File: src/rtl/key_search_dispatcher_pkg.sv
// Shared types and constants for the RC4 multi-core key-search dispatcher.
// The dispatcher, the interface and the bench all import this package.
package rc4_search_pkg;

  typedef enum logic [1:0] {
    ST_IDLE    = 2'd0,
    ST_RUN     = 2'd1,
    ST_SUCCESS = 2'd2,
    ST_FAILURE = 2'd3
  } search_state_t;

  localparam logic [2:0] LED_IDLE    = 3'd0;
  localparam logic [2:0] LED_RUN     = 3'd1;
  localparam logic [2:0] LED_SUCCESS = 3'd3;
  localparam logic [2:0] LED_FAIL    = 3'd4;
  localparam int         LED_PERR_BIT = 9;

  // Index width that stays at least one bit, even when there is a single core.
  function automatic int clog2_min1(input int n);
    return (n <= 2) ? 1 : $clog2(n);
  endfunction

endpackage

File: src/rtl/key_search_dispatcher_if.sv
// Bundle between the dispatcher (master) and the array of decrypt cores (slave).
// Handshake: core_start[i] is a one-cycle pulse telling core i to load its
// core_key slice; the core later answers with a one-cycle core_done[i] pulse,
// and core_success[i] is only meaningful in the same cycle as core_done[i].
interface key_search_dispatcher_if #(
  parameter int NUM_CORES = 4,
  parameter int KEY_W     = 24
);
  logic [NUM_CORES-1:0]       core_start;
  logic [NUM_CORES*KEY_W-1:0] core_key;
  logic [NUM_CORES-1:0]       core_done;
  logic [NUM_CORES-1:0]       core_success;

  modport master (
    output core_start,
    output core_key,
    input  core_done,
    input  core_success
  );

  modport slave (
    input  core_start,
    input  core_key,
    output core_done,
    output core_success
  );
endinterface

File: src/rtl/key_search_dispatcher_picker.sv
// Priority encoder: reports the index of the lowest zero bit in mask_i.
// Fed with ~vector it also finds the lowest set bit of that vector.
module lowest_idle_picker #(
  parameter int N     = 4,
  parameter int IDX_W = 2
) (
  input  logic [N-1:0]     mask_i,
  output logic             valid_o,
  output logic [IDX_W-1:0] idx_o
);

  always_comb begin
    valid_o = 1'b0;
    idx_o   = '0;
    // Scan downwards so the lowest zero bit is the last one written.
    for (int i = N - 1; i >= 0; i--) begin
      if (!mask_i[i]) begin
        valid_o = 1'b1;
        idx_o   = IDX_W'(i);
      end
    end
  end

endmodule

File: src/rtl/key_search_dispatcher.sv
// Hands successive RC4 keys to NUM_CORES decrypt cores, latches the first key
// a core reports as valid, and flags exhaustion of the key range.
module key_search_dispatcher
  import rc4_search_pkg::*;
#(
  parameter int              NUM_CORES = 4,
  parameter int              KEY_W     = 24,
  parameter longint unsigned KEY_LIMIT = 64'd4194304,
  parameter int              LED_W     = 10,
  localparam int             IDX_W     = clog2_min1(NUM_CORES)
) (
  input  logic                   clk,
  input  logic                   reset,
  input  logic                   start,
  key_search_dispatcher_if.master core_if,
  output logic                   busy,
  output logic                   found,
  output logic [KEY_W-1:0]       found_key,
  output logic [IDX_W-1:0]       found_core,
  output logic                   total_failure,
  output logic                   protocol_err,
  output logic [LED_W-1:0]       LEDR,
  output search_state_t          dbg_state_o
);

  localparam logic [KEY_W:0] LIMIT = (KEY_W + 1)'(KEY_LIMIT);

  search_state_t                       state_q;
  logic [NUM_CORES-1:0]                busy_q;
  logic [NUM_CORES-1:0]                start_q;
  logic [NUM_CORES-1:0][KEY_W-1:0]     key_q;
  logic [KEY_W:0]                      next_key_q;
  logic                                found_q;
  logic                                fail_q;
  logic                                perr_q;
  logic [KEY_W-1:0]                    found_key_q;
  logic [IDX_W-1:0]                    found_core_q;

  logic [NUM_CORES-1:0] succ_vec;
  logic [NUM_CORES-1:0] done_vec;
  logic [NUM_CORES-1:0] illegal_vec;
  logic [NUM_CORES-1:0] dispatch_mask;
  logic                 idle_valid;
  logic [IDX_W-1:0]     idle_idx;
  logic                 succ_any;
  logic [IDX_W-1:0]     succ_idx;
  logic                 dispatch_en;

  assign done_vec    = core_if.core_done & busy_q;
  assign succ_vec    = done_vec & core_if.core_success;
  assign illegal_vec = core_if.core_done & ~busy_q;

  // Uses the pre-completion mask, so a core freed on this edge waits one more.
  lowest_idle_picker #(.N(NUM_CORES), .IDX_W(IDX_W)) u_idle_pick (
    .mask_i  (busy_q),
    .valid_o (idle_valid),
    .idx_o   (idle_idx)
  );

  lowest_idle_picker #(.N(NUM_CORES), .IDX_W(IDX_W)) u_succ_pick (
    .mask_i  (~succ_vec),
    .valid_o (succ_any),
    .idx_o   (succ_idx)
  );

  assign dispatch_en   = idle_valid && (next_key_q < LIMIT);
  assign dispatch_mask = dispatch_en ? (NUM_CORES'(1) << idle_idx) : '0;

  always_ff @(posedge clk) begin
    if (reset) begin
      state_q      <= ST_IDLE;
      busy_q       <= '0;
      start_q      <= '0;
      key_q        <= '0;
      next_key_q   <= '0;
      found_q      <= 1'b0;
      fail_q       <= 1'b0;
      perr_q       <= 1'b0;
      found_key_q  <= '0;
      found_core_q <= '0;
    end else begin
      start_q <= '0;
      case (state_q)
        ST_IDLE: begin
          if (start) begin
            state_q    <= ST_RUN;
            next_key_q <= '0;
            busy_q     <= '0;
          end
        end
        ST_RUN: begin
          if (|illegal_vec) perr_q <= 1'b1;
          // Success is checked first so it beats a simultaneous exhaustion.
          if (succ_any) begin
            state_q      <= ST_SUCCESS;
            found_q      <= 1'b1;
            found_key_q  <= key_q[succ_idx];
            found_core_q <= succ_idx;
            busy_q       <= busy_q & ~done_vec;
          end else if ((next_key_q == LIMIT) && (busy_q == '0)) begin
            state_q <= ST_FAILURE;
            fail_q  <= 1'b1;
          end else begin
            busy_q <= (busy_q & ~done_vec) | dispatch_mask;
            if (dispatch_en) begin
              start_q[idle_idx] <= 1'b1;
              key_q[idle_idx]   <= next_key_q[KEY_W-1:0];
              next_key_q        <= next_key_q + 1'b1;
            end
          end
        end
        default: ;
      endcase
    end
  end

  assign core_if.core_start = start_q;
  assign core_if.core_key   = key_q;
  assign busy               = (state_q == ST_RUN);
  assign found              = found_q;
  assign found_key          = found_key_q;
  assign found_core         = found_core_q;
  assign total_failure      = fail_q;
  assign protocol_err       = perr_q;
  assign dbg_state_o        = state_q;

  always_comb begin
    LEDR = '0;
    case (state_q)
      ST_IDLE:    LEDR[2:0] = LED_IDLE;
      ST_RUN:     LEDR[2:0] = LED_RUN;
      ST_SUCCESS: LEDR[2:0] = LED_SUCCESS;
      default:    LEDR[2:0] = LED_FAIL;
    endcase
    LEDR[LED_PERR_BIT] = perr_q;
  end

endmodule

File: src/flat_wrapper.sv
// flat-port wrapper written by rule: the top's interface ports become plain ports
module key_search_dispatcher_flat import rc4_search_pkg::*;
#(
  parameter int              NUM_CORES = 4,
  parameter int              KEY_W     = 24,
  parameter longint unsigned KEY_LIMIT = 64'd4194304,
  parameter int              LED_W     = 10,
  localparam int             IDX_W     = clog2_min1(NUM_CORES)
)
  (clk, reset, start, busy, found, found_key, found_core, total_failure, protocol_err, LEDR, dbg_state_o, core_if_core_start, core_if_core_key, core_if_core_done, core_if_core_success);
  key_search_dispatcher_if #(.NUM_CORES(NUM_CORES), .KEY_W(KEY_W)) core_if_i ();
  input  logic clk;
  input  logic reset;
  input  logic start;
  output logic busy;
  output logic found;
  output logic [KEY_W-1:0] found_key;
  output logic [IDX_W-1:0] found_core;
  output logic total_failure;
  output logic protocol_err;
  output logic [LED_W-1:0] LEDR;
  output search_state_t dbg_state_o;
  output wire logic [$bits(core_if_i.core_start)-1:0] core_if_core_start;
  output wire logic [$bits(core_if_i.core_key)-1:0] core_if_core_key;
  input wire logic [$bits(core_if_i.core_done)-1:0] core_if_core_done;
  input wire logic [$bits(core_if_i.core_success)-1:0] core_if_core_success;
  assign core_if_core_start = core_if_i.core_start;
  assign core_if_core_key = core_if_i.core_key;
  assign core_if_i.core_done = core_if_core_done;
  assign core_if_i.core_success = core_if_core_success;
  key_search_dispatcher #(.NUM_CORES(NUM_CORES), .KEY_W(KEY_W), .KEY_LIMIT(KEY_LIMIT), .LED_W(LED_W)) u_core (.clk(clk), .reset(reset), .start(start), .core_if(core_if_i), .busy(busy), .found(found), .found_key(found_key), .found_core(found_core), .total_failure(total_failure), .protocol_err(protocol_err), .LEDR(LEDR), .dbg_state_o(dbg_state_o));
endmodule
File: config.mk
export PLATFORM = sky130hd
export DESIGN_NAME = key_search_dispatcher_flat
export DESIGN_NICKNAME = d
export VERILOG_FILES = /design/src/rtl/key_search_dispatcher_pkg.sv /design/src/rtl/key_search_dispatcher_if.sv /design/src/rtl/key_search_dispatcher_picker.sv /design/src/rtl/key_search_dispatcher.sv /design/src/flat_wrapper.sv
export SDC_FILE = /design/constraint.sdc
export NUM_CORES = 1
export LEC_CHECK = 0
export CAP_MARGIN = 10
export CORE_ASPECT_RATIO = 1.1
export CORE_MARGIN = 2
export CORE_UTILIZATION = 46
export DETAILED_ROUTE_END_ITERATION = 7
export GPL_TIMING_DRIVEN = 0
export PLACE_DENSITY_LB_ADDON = 0.3
export SLEW_MARGIN = 15
export SYNTH_ARGS = -nofsm -noshare
export SYNTH_HDL_FRONTEND = slang
export SYNTH_HIERARCHICAL = 1
export SYNTH_SLANG_ARGS = --single-unit
File: constraint.sdc
create_clock -name clk -period 2.4 [get_ports clk]
set_input_delay 0.48 -clock clk [delete_from_list [all_inputs] [get_ports clk]]
set_output_delay 0.48 -clock clk [all_outputs]
set_load 0.03 [all_outputs]
==> run_results.csv <==
group,metric,value,unit
worst_setup_path,r2r_cells,10,
cells_and_area,instances_no_fill,1163,
detailed_routing,ant_nets,0,
detailed_routing,drtPass1Iterations,7,
worst_setup_path,path_cells,"nand3_4 > buf_4 > buf_4 > nand2_1 > a21oi_1 > clkbuf_1 > clkbuf_2 > mux4_2 > nand2_1 > a21oi_1",
outcome,failed_checks,"setup timing",
timing,slew_viol_final,0,
timing,period_needed,2.40,ns
cells_and_area,area_growth,40.3,%
detailed_routing,drtIter0Drc,621,
cells_and_area,final_common_cell,"dfxtp_1",
detailed_routing,drc,0,
yosys,yosysTopAreaCellShare,46.7,%
clock_network,numCtsBuffers,17,
timing,tns,-0.00478,ns
clock_network,h-tree-depth,4,
worst_setup_path,arrival,2.70,ns
clock_network,cts_tree,"done",
yosys,ys_seq_elements,160,
outcome,outcome,"complete, but fails checks",
detailed_routing,vias_per_cell,5.52,
pwr,p_leak,3.72,nW
clock_network,cts_sinks,160,
timing,clock-skew-final,0.00819,ns
yosys,yosysSeqAreaShare,46.7,%
placed_design,dp_slack,-0.761,ns
hold_path,min_from,"u_core/found_key[18]",
hold_path,hold_depth,2,
placed_design,port_buffers,146,
timing,hold_viol,0,
die,row_count,46,
cells_and_area,fin_area,9620,sq um
yosys,yosys_warnings,6,
run,maxCapViolCount,0,
placed_design,placed_cell_area,8580,sq um
yosys,syn-instance-count,759,
yosys,synth-async-reset-ratio,0,%
timing,worst_slew_pin_slew,0.783,ns
die,core-area,14500,sq um
worst_setup_path,cp_max_fo,10,
detailed_routing,drt_wl_total,21100,um
yosys,yosys.area.top_type,"dfxtp_1",
worst_setup_path,cp_slowest_cell,"clkbuf_1",
placed_design,gp_congestion,0.860,
clock_network,clockBufferDepth,2,
worst_setup_path,setup.worst_path.start,"u_core/busy_q[1]",
cells_and_area,antenna-diode-count,0,
yosys,syn_avg_cell_area,9.03,sq um
yosys,synth_edf_count,0,
clock_network,cts.clk_slew.worst_paths,0.07,ns
worst_setup_path,reg2reg_slack,-0.005,ns
timing,rsz0062_at_grt,"true",
cells_and_area,nNetsFinal,975,
global_route,grt_pass1_vias,6024,
yosys,synth_top_flop_cell,"dfxtp_1",
global_route,grt_remaining_overflow,0,
cells_and_area,drive_gt1_share,15.4,%
pwr,power_density,638,nW/um^2
die,initial_utilization,47.3,%
worst_setup_path,r2r_start,"u_core/busy_q[1]",
worst_setup_path,worstSetupPathType,"flop to flop",
timing,setup_violations,1,
cells_and_area,multi_input_area,3310,sq um
global_route,grt_pass1_wl,31800,um
timing,period_share,100,%
worst_setup_path,end_kind,"flop",
global_route,grtUsageTotal,25.5,%
timing,max_freq,416,MHz
placed_design,hpwl,14400,um
clock_network,cts-root-buf,"clkbuf_16",
die,die_x,120,um
yosys,netlist_top_cells_area,"dfxtp_1 47%, nand2_1 8.3%, mux4_2 7.9%",
die,io_pins,153,
die,die_h,132,um
timing,setup_ws,-0.00478,ns
cells_and_area,seqCellArea,3220,sq um
detailed_routing,wl_per_cell,18.1,um
global_route,antenna_found_initial,0,
hold_path,min_path_type,"flop to flop",
clock_network,insertion_delay,0.42,ns
placed_design,place_inst,1102,
cells_and_area,final_cell_mix,"156 x dfxtp_1, 150 x nand2_1, 138 x clkdlybuf4s50_1",
detailed_routing,vias,6415,
yosys,synth_cell_types,53,
timing,slew_headroom,47.7,%
die,die-area,15900,sq um
worst_setup_path,cp.required,2.69,ns
cells_and_area,n_fill_cell,1161,
global_route,grt_max_degree,17,
yosys,synth_area,6860,sq um
worst_setup_path,start_kind,"flop",
timing,whs,0.453,ns
worst_setup_path,slowest_delay,0.46,ns
pwr,vdd_drop_max,0.607,mV
==> cell type report <==
type                       instances  share of cell area, %
buffer                            73                   5.00
multi-input combinational        514                   34.4
clock buffer                      20                   4.54
tap                              192                   2.50
sequential                       160                   33.5
inverter                          15                  0.585
timing repair buffer             177                   18.3
clock inverter                    12                   1.18
==> report_power, final <==
group          internal (mW)  switching, mW
logic                  0.344          0.543
clock network           1.43           1.09
registers               2.68         0.0399
total                   4.46           1.68
==> metrics by stage <==
step	total power, mW	util (%)
floorplan	3.28	-
global placement	3.52	59.1
detailed placement	3.52	59.1
CTS	6.11	64.6
global route	6.31	66.3
finish	6.13	66.3
==> synth_stat cells (all sizes together), types with 6 or more instances <==
cell type	number
nor2	82
buf	35
clkbuf	40
a21oi	81
o21ai	9
nor3b	7
nand2	151
xor2	6
nor4	11
nand3	10
nand4	14
inv	15
ha	6
mux2i	45
dfxtp	160
mux4	24
xnor2	9
==> state kept, by name, summed over array words and instances (netlist names), 2 cells and up <==
name / count
u_core/core_if.core_key: 96
u_core/found_key: 24
u_core/busy_q: 4
u_core/core_if.core_start: 4
u_core/dbg_state_o: 2
u_core/next_key_q: 25
u_core/found_core: 2
==> worst paths after layout <==
| path | endpoint |
|---|---|
| min | u_core/found_key[18] |
| max | u_core/found_key[5] |
| max reg2reg | u_core/found_key[5] |
| min reg2reg | u_core/found_key[18] |
==> routing by layer <==
layer / vias to the layer above / part of all wire, % / track usage [%]
met1: 3056 / 40 / 33.2
met2: 327 / 49 / 41.7
met4: 0 / 2.7 / 9.50
li1: 2982 / - / -
met3: 50 / 8.3 / 5.36
met5: - / 0 / 0
==> what timing repair did <==
item                                    CTS  global route
endpoints found under the setup margin  128           137
hold buffers                              0             0
resized for setup                        38            51
cloned                                    1             2
pin swaps                                 4             5
buffers inserted                         19             9
==> logic make-up (layout without fill, tap and decap cells) <==
family,after synthesis,after routing,share of synthesized area (%)
buffers and inverters,90,297,6.19
multiplexers,70,70,14.6
other,1,6,0.0547
flip-flops,160,160,46.7
adder cells (fa/ha/maj),6,6,1.10
XOR/XNOR,15,15,1.92
AO/OA/AOI/OAI,112,112,9.33
AND/OR/NAND/NOR,305,305,20.1
==> critical path, delay by kind of cell (launching register included) <==
kind / cells / cell delay, ns
AO/OA/AOI/OAI: 2 / 0.19
buffers and inverters: 4 / 1.11
flip-flops: 1 / 0.36
multiplexers: 1 / 0.40
AND/OR/NAND/NOR: 3 / 0.22
(Power assumes the default switching activity.)
